==> config.mk <==
export PLATFORM = sky130hd
export DESIGN_NAME = db_fill_drain_ctrl
export DESIGN_NICKNAME = d
export VERILOG_FILES = /design/src/rtl/db_fill_drain_ctrl_pkg.sv /design/src/rtl/db_addr_counter.sv /design/src/rtl/db_fill_drain_ctrl.sv
export SDC_FILE = /design/constraint.sdc
export NUM_CORES = 1
export LEC_CHECK = 0
export CAP_MARGIN = 10
export CORE_UTILIZATION = 25
export CTS_CLUSTER_DIAMETER = 150
export DETAILED_ROUTE_END_ITERATION = 12
export PLACE_DENSITY = 0.65
export SLEW_MARGIN = 10
export SYNTH_ARGS = -nofsm -noshare
export SYNTH_HDL_FRONTEND = slang
export SYNTH_SLANG_ARGS = --single-unit
==> constraint.sdc <==
create_clock -name clk -period 3.2 [get_ports clk]
set_input_delay 0.32 -clock clk [delete_from_list [all_inputs] [get_ports clk]]
set_output_delay 0.32 -clock clk [all_outputs]
set_load 0.01 [all_outputs]
==> src/rtl/db_fill_drain_ctrl_pkg.sv <==
// Shared state encoding and length decode helpers for the double-buffer fill/drain controller.
package db_fill_drain_ctrl_pkg;

    typedef enum logic [1:0] {
        ST_IDLE  = 2'd0,
        ST_PRIME = 2'd1,
        ST_RUN   = 2'd2,
        ST_LAST  = 2'd3
    } state_t;

    // A programmed repeat count of zero still drains the bank once.
    localparam int unsigned MIN_REPS = 1;

    // A programmed value of zero selects the full range.
    function automatic int unsigned decode_len(input int unsigned len, input int unsigned full);
        return (len == 32'd0) ? full : len;
    endfunction

endpackage

==> src/rtl/db_addr_counter.sv <==
// Address sweep counter: walks 0..limit-1 for the requested number of passes, then holds done.
module db_addr_counter #(
    parameter int unsigned ADDR_WIDTH = 7,
    parameter int unsigned PASS_WIDTH = 1
) (
    input  logic                  clk,
    input  logic                  rst_n,
    input  logic                  clr,
    input  logic                  inc,
    input  logic [ADDR_WIDTH:0]   limit,
    input  logic [PASS_WIDTH-1:0] passes,
    output logic [ADDR_WIDTH-1:0] addr,
    output logic                  last_c,
    output logic                  done
);
    localparam int unsigned LW = ADDR_WIDTH + 1;

    logic [PASS_WIDTH-1:0] pass;
    logic                  wrap_c;

    assign wrap_c = ({1'b0, addr} == (limit - LW'(1)));
    assign last_c = inc && wrap_c && (pass == (passes - PASS_WIDTH'(1)));

    // The final pass holds its last address until the bank swap clears it.
    always_ff @(posedge clk or negedge rst_n) begin
        if (!rst_n) begin
            addr <= '0;
            pass <= '0;
            done <= 1'b0;
        end else if (clr) begin
            addr <= '0;
            pass <= '0;
            done <= 1'b0;
        end else if (inc && !done) begin
            if (last_c) begin
                done <= 1'b1;
            end else if (wrap_c) begin
                addr <= '0;
                pass <= pass + PASS_WIDTH'(1);
            end else begin
                addr <= addr + ADDR_WIDTH'(1);
            end
        end
    end

endmodule

==> src/rtl/db_fill_drain_ctrl.sv <==
// Ping-pong buffer controller: fills one bank from a stream while draining the other.
// Optional stall_cycles performance counter is built when DB_CTRL_PERF_CNT_EN is defined.
module db_fill_drain_ctrl
    import db_fill_drain_ctrl_pkg::*;
#(
    parameter int unsigned DATA_WIDTH      = 64,
    parameter int unsigned BANK_ADDR_WIDTH = 7,
    parameter int unsigned REP_WIDTH       = 4
) (
    input  logic                       clk,
    input  logic                       rst_n,
    input  logic                       start,
    input  logic                       fin,
    input  logic [BANK_ADDR_WIDTH:0]   fill_len,
    input  logic [BANK_ADDR_WIDTH:0]   drain_len,
    input  logic [REP_WIDTH-1:0]       drain_reps,
    input  logic                       in_valid,
    input  logic [DATA_WIDTH-1:0]      in_data,
    output logic                       in_ready,
    input  logic                       out_ready,
    output logic                       out_valid,
    output logic                       wen,
    output logic [BANK_ADDR_WIDTH-1:0] wadr,
    output logic [DATA_WIDTH-1:0]      wdata,
    output logic                       ren,
    output logic [BANK_ADDR_WIDTH-1:0] radr,
    output logic                       switch_banks,
    output logic                       busy,
    output logic                       done
`ifdef DB_CTRL_PERF_CNT_EN
    ,
    output logic [31:0]                stall_cycles
`endif
);
    localparam int unsigned LW         = BANK_ADDR_WIDTH + 1;
    localparam int unsigned BANK_DEPTH = 2 ** BANK_ADDR_WIDTH;

    state_t               state;
    state_t               state_nxt;
    logic [LW-1:0]        fill_lim;
    logic [LW-1:0]        drain_lim;
    logic [REP_WIDTH-1:0] reps_lim;
    logic                 fin_seen;
    logic                 fill_last_c;
    logic                 fill_done;
    logic                 drain_last_c;
    logic                 drain_done;
    logic                 fill_act_c;
    logic                 drain_act_c;
    logic                 fill_end_c;
    logic                 drain_end_c;
    logic                 fin_any_c;
    logic                 load_c;
    logic                 swap_c;
    logic                 ctr_clr_c;

    // Both sides are frozen during the swap cycle so no access straddles it.
    assign fill_act_c  = ((state == ST_PRIME) || (state == ST_RUN)) && !fill_done && !switch_banks;
    assign drain_act_c = ((state == ST_RUN) || (state == ST_LAST)) && !drain_done && !switch_banks;
    assign in_ready    = fill_act_c;
    assign wen         = in_valid && fill_act_c;
    assign wdata       = in_data;
    assign ren         = out_ready && drain_act_c;
    assign busy        = (state != ST_IDLE);
    assign fill_end_c  = fill_done || fill_last_c;
    assign drain_end_c = drain_done || drain_last_c;
    assign fin_any_c   = fin_seen || fin;
    assign ctr_clr_c   = swap_c || (state == ST_IDLE);

    always_ff @(posedge clk or negedge rst_n) begin
        if (!rst_n) begin
            state <= ST_IDLE;
        end else begin
            state <= state_nxt;
        end
    end

    // Swap once every side the current state needs has finished.
    always_comb begin
        state_nxt = state;
        load_c    = 1'b0;
        swap_c    = 1'b0;
        case (state)
            ST_IDLE: begin
                if (start) begin
                    load_c    = 1'b1;
                    state_nxt = ST_PRIME;
                end
            end
            ST_PRIME: begin
                if (fill_end_c && !switch_banks) begin
                    swap_c    = 1'b1;
                    state_nxt = fin_any_c ? ST_LAST : ST_RUN;
                end
            end
            ST_RUN: begin
                if (fill_end_c && drain_end_c && !switch_banks) begin
                    swap_c    = 1'b1;
                    state_nxt = fin_any_c ? ST_LAST : ST_RUN;
                end
            end
            ST_LAST: begin
                if (drain_end_c && !switch_banks) begin
                    swap_c    = 1'b1;
                    state_nxt = ST_IDLE;
                end
            end
            default: state_nxt = ST_IDLE;
        endcase
    end

    always_ff @(posedge clk or negedge rst_n) begin
        if (!rst_n) begin
            fill_lim     <= '0;
            drain_lim    <= '0;
            reps_lim     <= '0;
            fin_seen     <= 1'b0;
            switch_banks <= 1'b0;
            done         <= 1'b0;
            out_valid    <= 1'b0;
        end else begin
            switch_banks <= swap_c;
            done         <= swap_c && (state == ST_LAST);
            out_valid    <= ren;
            if (load_c) begin
                fill_lim  <= LW'(decode_len(32'(fill_len), BANK_DEPTH));
                drain_lim <= LW'(decode_len(32'(drain_len), BANK_DEPTH));
                reps_lim  <= REP_WIDTH'(decode_len(32'(drain_reps), MIN_REPS));
                fin_seen  <= fin;
            end else if (swap_c) begin
                fin_seen <= 1'b0;
            end else if (fin && ((state == ST_PRIME) || (state == ST_RUN))) begin
                fin_seen <= 1'b1;
            end
        end
    end

    db_addr_counter #(
        .ADDR_WIDTH (BANK_ADDR_WIDTH),
        .PASS_WIDTH (1)
    ) u_fill_cnt (
        .clk    (clk),
        .rst_n  (rst_n),
        .clr    (ctr_clr_c),
        .inc    (wen),
        .limit  (fill_lim),
        .passes (1'b1),
        .addr   (wadr),
        .last_c (fill_last_c),
        .done   (fill_done)
    );

    db_addr_counter #(
        .ADDR_WIDTH (BANK_ADDR_WIDTH),
        .PASS_WIDTH (REP_WIDTH)
    ) u_drain_cnt (
        .clk    (clk),
        .rst_n  (rst_n),
        .clr    (ctr_clr_c),
        .inc    (ren),
        .limit  (drain_lim),
        .passes (reps_lim),
        .addr   (radr),
        .last_c (drain_last_c),
        .done   (drain_done)
    );

`ifdef DB_CTRL_PERF_CNT_EN
    // Cycles where the consumer holds up the next swap; saturates rather than wraps.
    always_ff @(posedge clk or negedge rst_n) begin
        if (!rst_n) begin
            stall_cycles <= '0;
        end else if (load_c) begin
            stall_cycles <= '0;
        end else if ((state == ST_RUN) && fill_done && !drain_done && (stall_cycles != '1)) begin
            stall_cycles <= stall_cycles + 32'd1;
        end
    end
`endif

endmodule

==> results.yml <==
critical_path:
  worstSetupPathType: "reg2reg"
  critPathTopFamily: "simple AND/OR/NAND/NOR gates"
  cp-end-kind: "flip-flop"
  cp_slowest_cell: "or4b_2"
  path_cells: "inv_1, ha_1, or4b_2, nor3_1, nor4_1, a2111oi_4, a21oi_2, o22a_1, o31ai_4, buf_12, nor2_1"
  cpPeakStageDelay_ns: 0.69
  crit_path_start_kind: "flip-flop"
  critPathBufInv: 2
  path_max_fanout: 21
  critPathRequiredTime_ns: 3.37
  arrival_ns: 3.16
routing:
  wl_met1_um: 3120
  drc: 0
  wl_met2_um: 3840
  ant_nets: 0
  drt-pass1-iter-count: 4
  top_layer: "met4"
  met3_length_um: 437
  first_iter_violations: 114
  totalWireLength_um: 7530
  via_per_inst: 4.75
  vias: 2485
  wl_per_cell_um: 14.4
clock_network:
  cts_tree: "done"
  hold_buffers: 0
  path_clk_slew_ns: 0.06
  cts_max_level: 2
  cts.sinks: 47
  insertion_delay_ns: 0.29
  root_buffer: "clkbuf_16"
  cts.repair.resized: 0
  cts_max_path_buffers: 2
  post_cts_buffers: 0
  numCtsBuffers: 5
timing:
  skew_ns: 0.00761
  finalCritPeriodShare: 0.936
  hold_violations: 0
  max_clock_freq_ghz: 0.334
  drv_slew: 0
  period_minus_slack_ns: 3.00
  worst_pin_slew_ns: 0.986
  rsz0062_at_grt: "no"
  setup_viol_count_final: 0
  setup_slack_ns: 0.205
  timing.slew.headroom: 0.341
  final.setup.tns_ns: 0
die:
  dieArea_mm2: 0.0140
  io_pins: 175
  die_w_um: 118
  core_area_mm2: 0.0132
  num_rows: 42
  fp.dieH_um: 118
  start_util: 0.256
final_layout:
  regArea_mm2: 0.00118
  drive_gt1_frac: 0.118
  final_util: 0.283
  nFillCells: 1383
  final_area_mm2: 0.00373
  fin_nets: 447
  synthToLayoutAreaGrowth_pct: 10.6
  antenna_cells: 0
  multiInputGateArea_mm2: 0.00160
synth:
  synth-main-ff-cell: "dfrtp_1"
  synth_cell_type_count: 50
  syn-cell-area_mm2: 0.00338
  syn-num-nets: 465
  synth-seq-cells: 47
  synth.yosys.seq_area_share: 0.348
  netlist_instances: 364
  yosysWarnings: 0
  syn_area_per_cell_um2: 9.28
  synth-edff-count: 0
  async_reset_ff_frac: 1.00
placement:
  pre_cts_ws_ns: 0.258
  numPortBuffers: 46
  dpl_cell_area_mm2: 0.00356
  gp_congestion: 0.791
  dpl.hpwl_um: 5700
power_and_ir_drop:
  ir_drop_mv: 0.316
  cellPowerDensity_mw_per_mm2: 876
  p_leak_nw: 1.52
global_routing:
  antenna_found_initial: 0
  grt_pass1_vias: 2588
  grt_max_degree: 33
  grt_pass1_wl_um: 12300
  grt_use_total: 0.109
  globalRouteOverflowTotal: 0
job:
  maxCapViolCount: 0
status:
  status: "finished clean"
hold_path:
  hp-class: "in2async"
## metal layers
layer	track usage	vias to the layer above
li1	-	1179
met1	0.123	1206
met2	0.196	72
met3	0.0304	28
met4	0.0401	0
met5	0	-
## kinds of logic after synthesis
group,count (synthesis),share of synthesized area
AND/OR/NAND/NOR,104,0.165
buffers and inverters,92,0.180
AO/OA/AOI/OAI,63,0.129
flip-flops,47,0.348
XOR/XNOR,25,0.0648
multiplexers,22,0.0723
adder cells (fa/ha/maj),11,0.0408
## path summary, 6_finish.rpt
path | from | to | slack, ns | cells past startpoint
max in group asynchronous | rst_n | u_drain_cnt.pass[2]$_DFFE_PN0P_ | 2.39 | 2
worst max register to register | fill_lim[0]$_DFFE_PN0P_ | u_fill_cnt.addr[4]$_DFFE_PN0P_ | 0.20 | 11
min in group clk | fin_seen$_DFFE_PN0P_ | fin_seen$_DFFE_PN0P_ | 0.54 | 2
worst min register to register | fin_seen$_DFFE_PN0P_ | fin_seen$_DFFE_PN0P_ | 0.54 | 2
worst min-delay path | rst_n | fill_lim[4]$_DFFE_PN0P_ | 0.10 | 1
worst max-delay path | fill_lim[0]$_DFFE_PN0P_ | u_fill_cnt.addr[4]$_DFFE_PN0P_ | 0.20 | 11
## cell type report
| cell class | instances | share of cell area |
|---|---|---|
| flip-flops and latches | 47 | 0.315 |
| well taps | 176 | 0.0590 |
| multi-input cells | 225 | 0.428 |
| clock inverters | 2 | 0.00938 |
| repair buffers | 51 | 0.135 |
| inverters | 16 | 0.0161 |
| clock buffers | 6 | 0.0372 |
## registers in the layout, indices dropped and copies added (netlist names), 2 cells and up
register and flops:
drain_lim 8, fill_lim 8, u_drain_cnt.addr 7, u_fill_cnt.addr 7, reps_lim 4, u_drain_cnt.pass 4
state 2
## through the flow
stage                     instances  hold slack (ns)  total power, mW
after floorplan                 364           0.0244             2.25
after global placement          515            0.440             2.62
after detailed placement        515            0.444             2.68
after CTS                       523            0.132             3.31
after global routing            523            0.159             3.53
final                           523            0.104             3.27
## report_power, final
part	internal (mW)	total, mW	switching (mW)	leakage, nW
combinational	0.801	1.58	0.781	0.848
sequential	0.798	1.09	0.288	0.589
clock	0.388	0.602	0.214	0.0868
total	1.99	3.27	1.28	1.52
## synthesized netlist by cell type, types with 5 or more instances
library cell,count,area share
a21oi_1,14,0.021
a22oi_1,5,0.011
buf_4,64,0.14
clkbuf_1,9,0.010
dfrtp_1,47,0.35
ha_1,11,0.041
inv_1,16,0.018
mux2_2,19,0.063
nand2_1,16,0.018
nand3_1,11,0.016
nand4b_1,7,0.018
nor2_1,26,0.029
nor3_1,15,0.022
nor4_1,7,0.013
o21ai_0,19,0.028
xnor2_1,12,0.031
xor2_1,13,0.034
## layout by cell type (no fill, tap or decap), drive strengths merged, types with 2 or more instances in the layout
cell | Yosys | routed
a21boi | 2 | 2
a21o | 2 | 2
a21oi | 15 | 15
a22oi | 5 | 5
a2bb2oi | 2 | 2
a31oi | 2 | 2
a32oi | 2 | 2
and3 | 4 | 4
buf | 67 | 6
clkbuf | 9 | 6
clkdlybuf4s50 | 0 | 45
dfrtp | 47 | 47
ha | 11 | 11
inv | 16 | 16
mux2 | 19 | 19
mux2i | 3 | 3
nand2 | 16 | 16
nand2b | 2 | 2
nand3 | 11 | 11
nand4 | 3 | 3
nand4b | 7 | 7
nor2 | 26 | 26
nor2b | 2 | 2
nor3 | 15 | 15
nor3b | 2 | 2
nor4 | 7 | 7
nor4b | 2 | 2
o21ai | 21 | 21
o221ai | 2 | 2
or3 | 2 | 2
xnor2 | 12 | 12
xor2 | 13 | 13
No activity file was read; power rests on OpenSTA's default activity.
